--- src/rtl/branch_predictor_pkg.sv ---
// branch_predictor_pkg: shared constants, counter encodings and mispredict causes
// Contents: PC_INC, cnt_weak_taken()/cnt_strong_taken(), mp_cause_e
package branch_predictor_pkg;
    localparam int CNT_MAX_W = 4;
    localparam int PC_INC    = 4;

    // Counter encodings depend on the counter width, so they are helper functions.
    function automatic logic [CNT_MAX_W-1:0] cnt_weak_taken(input int w);
        return CNT_MAX_W'(1) << (w - 1);
    endfunction

    function automatic logic [CNT_MAX_W-1:0] cnt_strong_taken(input int w);
        return (CNT_MAX_W'(1) << w) - CNT_MAX_W'(1);
    endfunction

    typedef enum logic [1:0] {
        MP_NONE   = 2'd0,
        MP_DIR    = 2'd1,
        MP_TARGET = 2'd2,
        MP_ALIAS  = 2'd3
    } mp_cause_e;
endpackage

--- src/rtl/branch_predictor_sat_counter.sv ---
// sat_counter: W-bit saturating up/down counter with parallel load
// Ports: clk, rst_n (sync, active-low), load/load_val, inc, dec, q
module sat_counter #(
    parameter int W = 2
) (
    input  logic         clk,
    input  logic         rst_n,
    input  logic         load,
    input  logic [W-1:0] load_val,
    input  logic         inc,
    input  logic         dec,
    output logic [W-1:0] q
);
    always_ff @(posedge clk) begin
        if (!rst_n) q <= '0;
        else if (load) q <= load_val;
        else if (inc && q != '1) q <= q + W'(1);
        else if (dec && q != '0) q <= q - W'(1);
    end
endmodule

--- src/rtl/branch_predictor.sv ---
// branch_predictor: direct-mapped BTB with saturating direction counters
// Ports: clk, rst_n; lookup pred_pc -> pred_taken/pred_target;
//        MEM update upd_* -> mispredict/redirect_pc; flush_all;
//        perf_lookups/perf_mispredicts
module branch_predictor
    import branch_predictor_pkg::*;
#(
    parameter int ADDR_WIDTH = 32,
    parameter int ENTRIES    = 16,
    parameter int CNT_WIDTH  = 2,
    parameter int PERF_WIDTH = 32
) (
    input  logic                  clk,
    input  logic                  rst_n,
    input  logic [ADDR_WIDTH-1:0] pred_pc,
    output logic                  pred_taken,
    output logic [ADDR_WIDTH-1:0] pred_target,
    input  logic                  upd_valid,
    input  logic [ADDR_WIDTH-1:0] upd_pc,
    input  logic                  upd_is_branch,
    input  logic                  upd_is_uncond,
    input  logic                  upd_taken,
    input  logic [ADDR_WIDTH-1:0] upd_target,
    input  logic                  upd_pred_taken,
    input  logic [ADDR_WIDTH-1:0] upd_pred_target,
    output logic                  mispredict,
    output logic [ADDR_WIDTH-1:0] redirect_pc,
    input  logic                  flush_all,
    output logic [PERF_WIDTH-1:0] perf_lookups,
    output logic [PERF_WIDTH-1:0] perf_mispredicts
);
    localparam int IDX_W = $clog2(ENTRIES);
    localparam int TAG_W = ADDR_WIDTH - IDX_W - 2;
    localparam logic [CNT_WIDTH-1:0] CNT_WEAK   = CNT_WIDTH'(cnt_weak_taken(CNT_WIDTH));
    localparam logic [CNT_WIDTH-1:0] CNT_STRONG = CNT_WIDTH'(cnt_strong_taken(CNT_WIDTH));

    logic [ENTRIES-1:0]    valid;
    logic [ENTRIES-1:0]    uncond;
    logic [TAG_W-1:0]      tags    [ENTRIES];
    logic [ADDR_WIDTH-1:0] targets [ENTRIES];
    logic [CNT_WIDTH-1:0]  cnt     [ENTRIES];

    logic [IDX_W-1:0] idx_p, idx_u;
    logic [TAG_W-1:0] tag_p, tag_u;
    logic             hit_p, hit_u, upd_en;
    mp_cause_e        cause;

    assign idx_p = pred_pc[IDX_W+1:2];
    assign tag_p = pred_pc[ADDR_WIDTH-1:IDX_W+2];
    assign idx_u = upd_pc[IDX_W+1:2];
    assign tag_u = upd_pc[ADDR_WIDTH-1:IDX_W+2];

    assign hit_p       = valid[idx_p] && tags[idx_p] == tag_p;
    assign pred_taken  = hit_p && (uncond[idx_p] || cnt[idx_p][CNT_WIDTH-1]);
    assign pred_target = pred_taken ? targets[idx_p] : pred_pc + ADDR_WIDTH'(PC_INC);

    assign hit_u  = valid[idx_u] && tags[idx_u] == tag_u;
    assign upd_en = upd_valid && !flush_all;

    always_comb begin
        cause = MP_NONE;
        if (upd_valid) begin
            if (!upd_is_branch) cause = upd_pred_taken ? MP_ALIAS : MP_NONE;
            else if (upd_taken != upd_pred_taken) cause = MP_DIR;
            else if (upd_taken && upd_pred_target != upd_target) cause = MP_TARGET;
        end
    end

    assign mispredict  = cause != MP_NONE;
    assign redirect_pc = (upd_is_branch && upd_taken) ? upd_target : upd_pc + ADDR_WIDTH'(PC_INC);

    // Jumps always load strong-taken; a conditional hit steps the counter;
    // a conditional allocation starts weakly taken.
    for (genvar i = 0; i < ENTRIES; i++) begin : g_cnt
        logic sel;
        assign sel = upd_en && upd_is_branch && idx_u == IDX_W'(i);
        sat_counter #(.W(CNT_WIDTH)) u_cnt (
            .clk      (clk),
            .rst_n    (rst_n),
            .load     (sel && (hit_u ? upd_is_uncond : upd_taken)),
            .load_val (upd_is_uncond ? CNT_STRONG : CNT_WEAK),
            .inc      (sel && hit_u && upd_taken),
            .dec      (sel && hit_u && !upd_taken),
            .q        (cnt[i])
        );
    end

    always_ff @(posedge clk) begin
        if (!rst_n) begin
            valid            <= '0;
            uncond           <= '0;
            perf_lookups     <= '0;
            perf_mispredicts <= '0;
            for (int k = 0; k < ENTRIES; k++) begin
                tags[k]    <= '0;
                targets[k] <= '0;
            end
        end else begin
            if (upd_valid) begin
                perf_lookups <= perf_lookups + PERF_WIDTH'(1);
                if (mispredict) perf_mispredicts <= perf_mispredicts + PERF_WIDTH'(1);
            end
            if (flush_all) valid <= '0;
            else if (upd_valid) begin
                if (upd_is_branch && (hit_u || upd_taken)) begin
                    valid[idx_u]  <= 1'b1;
                    tags[idx_u]   <= tag_u;
                    uncond[idx_u] <= upd_is_uncond;
                    if (upd_taken) targets[idx_u] <= upd_target;
                end else if (!upd_is_branch && hit_u) begin
                    valid[idx_u] <= 1'b0;
                end
            end
        end
    end
endmodule
--- config.mk ---
export PLATFORM = sky130hd
export DESIGN_NAME = branch_predictor
export DESIGN_NICKNAME = d
export VERILOG_FILES = /design/src/rtl/branch_predictor_pkg.sv /design/src/rtl/branch_predictor_sat_counter.sv /design/src/rtl/branch_predictor.sv
export SDC_FILE = /design/constraint.sdc
export NUM_CORES = 2
export LEC_CHECK = 0
export BUFFER_PORTS_ARGS = -buffer_cell sky130_fd_sc_hd__buf_2
export CAP_MARGIN = 20
export CORE_MARGIN = 5
export CORE_UTILIZATION = 25
export DETAILED_ROUTE_END_ITERATION = 16
export PLACE_DENSITY_LB_ADDON = 0.1
export SYNTH_ARGS = -nofsm -noshare
export SYNTH_HDL_FRONTEND = slang
export SYNTH_SLANG_ARGS = --single-unit
--- constraint.sdc ---
create_clock -name clk -period 9.5 [get_ports clk]
set_input_delay 2.375 -clock clk [delete_from_list [all_inputs] [get_ports clk]]
set_output_delay 2.375 -clock clk [all_outputs]
set_load 0.05 [all_outputs]
==> results.yml <==
route:
  vias: 37100
  viasPerCell: 4.964
  ant_nets: 0
  drc: 0
  drt-wirelength-per-cell_um: 32.56
  drt_iter0_drc: 3631
  dr.pass1.iters: 6
  totalWireLength_um: 243300
grt:
  grt_max_degree: 73
  grt_antenna_before_repair: 38
  gr-total-overflow: 0
  grt_pass1_wl_um: 332700
  grt_pass1_vias: 37930
  grt_usage: 0.2066
sta:
  relSlewSlack: 0.3023
  min_period_ps: 9189
  rsz0062_at_grt: "false"
  period_share: 0.9673
  clock_skew_ps: 34.07
  finalSetupViolations: 0
  slew_viol_final: 0
  setup_tns_ps: 0
  hold_ws_ps: 460.5
  clock.fmax_mhz: 108.8
  worstMarginPinSlew_ps: 1043
  hold_viol_final: 0
yosys:
  synth_edf_count: 928
  synth_nets: 4300
  yosys_warnings: 0
  netlist_instances: 4157
  synth.distinct_cells: 89
  seq_area_frac_synth: 0.5485
  postSynthAreaPerCell_um2: 13.35
  synth_top_cell_by_area: "edfxtp_1"
  synthArstFlopShare: 0
  synth_ff_type: "edfxtp_1"
  ys_seq_elements: 1056
  netlist_area_um2: 55480
  post-synth-top-count-cell: "edfxtp_1"
  synth_top_area_frac: 0.5023
  synth_common_cells: "928 x edfxtp_1, 924 x and2_1, 354 x mux4_2"
  synth.area.top_cells: "edfxtp_1 50%, mux4_2 14%, and2_1 10%"
floorplan:
  core-area_um2: 221400
  dieHeight_um: 481.1
  initial_core_util: 0.2505
  rows: 173
  die_area_um2: 231400
  top_level_ports: 266
  die_width_um: 481.1
outcome:
  status: "finished, final reports clean"
final_layout:
  syn_to_final_growth_pct: 17.88
  layout.nets: 4511
  fin_cells: 7473
  layout-drive-gt1-share: 0.2442
clock_tree:
  h-tree-depth: 4
  cts_hold_buf: 0
  cts_resized: 0
  cts-root-buf: "clkbuf_16"
  clockBufferDepth: 3
  insertion_delay_ps: 790
  numCtsBuffers: 139
  clk_pin_slew_ps: 50
  cts_tree: "yes"
  cts_post_setup_buffers_inserted: 0
  clock-sinks: 1056
setup_path:
  critical_path.max_fanout: 22
  path_cells: "buf_2, nor2b_2, buf_4, a22o_1, nor3_1, nor3_1, o2111ai_1, nor4_1, buf_4, a41o_1, nor3_1, o21ai_0, buf_4, buf_2"
  slowest_delay_ps: 710
  critPathKind: "in2out"
  critPathRequiredTime_ps: 7130
  crit_path_end_kind: "output pin"
  timing.critical_path.from_type: "input pin"
  arrival_ps: 6810
  cp_slowest_cell: "o21ai_0"
power:
  p_leak_uw: 0.02249
  power_density_nw_per_um2: 179.3
  peakVddDrop_mv: 0.1851
min_path:
  hold_class: "reg2reg"
place:
  io_buffers: 265
  place_congestion: 0.8222
  place_inst: 7202
  hpwlAfterDp_um: 152900
run:
  maxCapViolCount: 0
## metrics by stage
step / worst slack [ps] / instance area, um^2 / util / power [uW]
after floorplan: 1185 / 55480 / - / 6175
after global placement: 296.4 / 61140 / 0.2761 / 6860
after detailed placement: 340.4 / 61160 / 0.2762 / 6851
after CTS: 331.5 / 65320 / 0.2950 / 11870
after global routing: 243.9 / 65340 / 0.2951 / 12100
final: 310.9 / 65400 / 0.2953 / 11720
## report_power, final
part	switching (uW)	internal, uW
clock	2180	2800
combinational	917	482
sequential	91.0	5250
## metal layers
layer	GRT usage	share of wire	up-vias	wire, um
met4	0.05907	0.029	8	7095
met3	0.02940	0.051	278	12330
li1	-	-	15940	-
met5	0	0.00023	-	57
met1	0.2871	0.45	19650	109400
met2	0.3364	0.47	1218	114500
## layout by cell type, fill, tap and decap left out, drive strengths merged, types with 46 or more instances in the layout
| master | netlist | routed |
|---|---|---|
| and2 | 925 | 925 |
| nor4 | 46 | 46 |
| xor2 | 116 | 116 |
| a21oi | 67 | 67 |
| mux4 | 354 | 354 |
| nor3 | 66 | 66 |
| o21ai | 151 | 151 |
| clkbuf | 233 | 185 |
| mux2i | 113 | 113 |
| and3 | 52 | 52 |
| edfxtp | 928 | 928 |
| nand2 | 155 | 155 |
| buf | 133 | 436 |
| clkinv | 1 | 49 |
| nand3 | 70 | 70 |
| xnor2 | 92 | 92 |
| dfxtp | 128 | 128 |
| nor2 | 175 | 175 |
## final cells by class
type,instances,area (um^2)
Antenna cell,30,75.07
Multi-Input combinational cell,2703,23690
Tap cell,2975,3722
Clock inverter,56,452.9
Clock buffer,185,3702
Inverter,32,122.6
Timing Repair Buffer,436,3206
Fill cell,22180,156000
Sequential cell,1056,30430
## state kept, by name, indices dropped and copies added (netlist names), named ones only
signal,flops
tags,416
perf_mispredicts,32
targets,512
perf_lookups,32
g_cnt.u_cnt.q,32
uncond,16
## kinds of logic (layout without fill, tap and decap cells)
| group | after synthesis | in the layout | share of synthesized area |
|---|---|---|---|
| AOI/OAI and AO/OA | 400 | 400 | 0.04768 |
| DFF | 1056 | 1056 | 0.5485 |
| other | 0 | 30 | 0 |
| adders and majority gates | 7 | 7 | 0.001579 |
| xor gates and xnor gates | 208 | 208 | 0.03284 |
| and+or+nand+nor | 1609 | 1609 | 0.1693 |
| buffers and inverters | 398 | 709 | 0.03356 |
| muxes | 479 | 479 | 0.1665 |
## worst max-delay path: cells and delay by family
family,cells,cell delay (ps)
buf+inv,5,1730
simple gates,5,1380
compound gates,4,1290
## final timing paths
check                             startpoint                        end  slack (ps)  cells after the start
hold / removal       uncond[13]$_SDFFE_PN0P_    uncond[13]$_SDFFE_PN0P_         460                      2
setup reg to reg  tags[10][14]$_SDFFCE_PN0P_  tags[6][21]$_SDFFCE_PN0P_        4470                     10
setup / recovery                  pred_pc[5]             pred_target[5]         310                     14
hold reg to reg      uncond[13]$_SDFFE_PN0P_    uncond[13]$_SDFFE_PN0P_         460                      2
(Power assumes the default switching activity.)
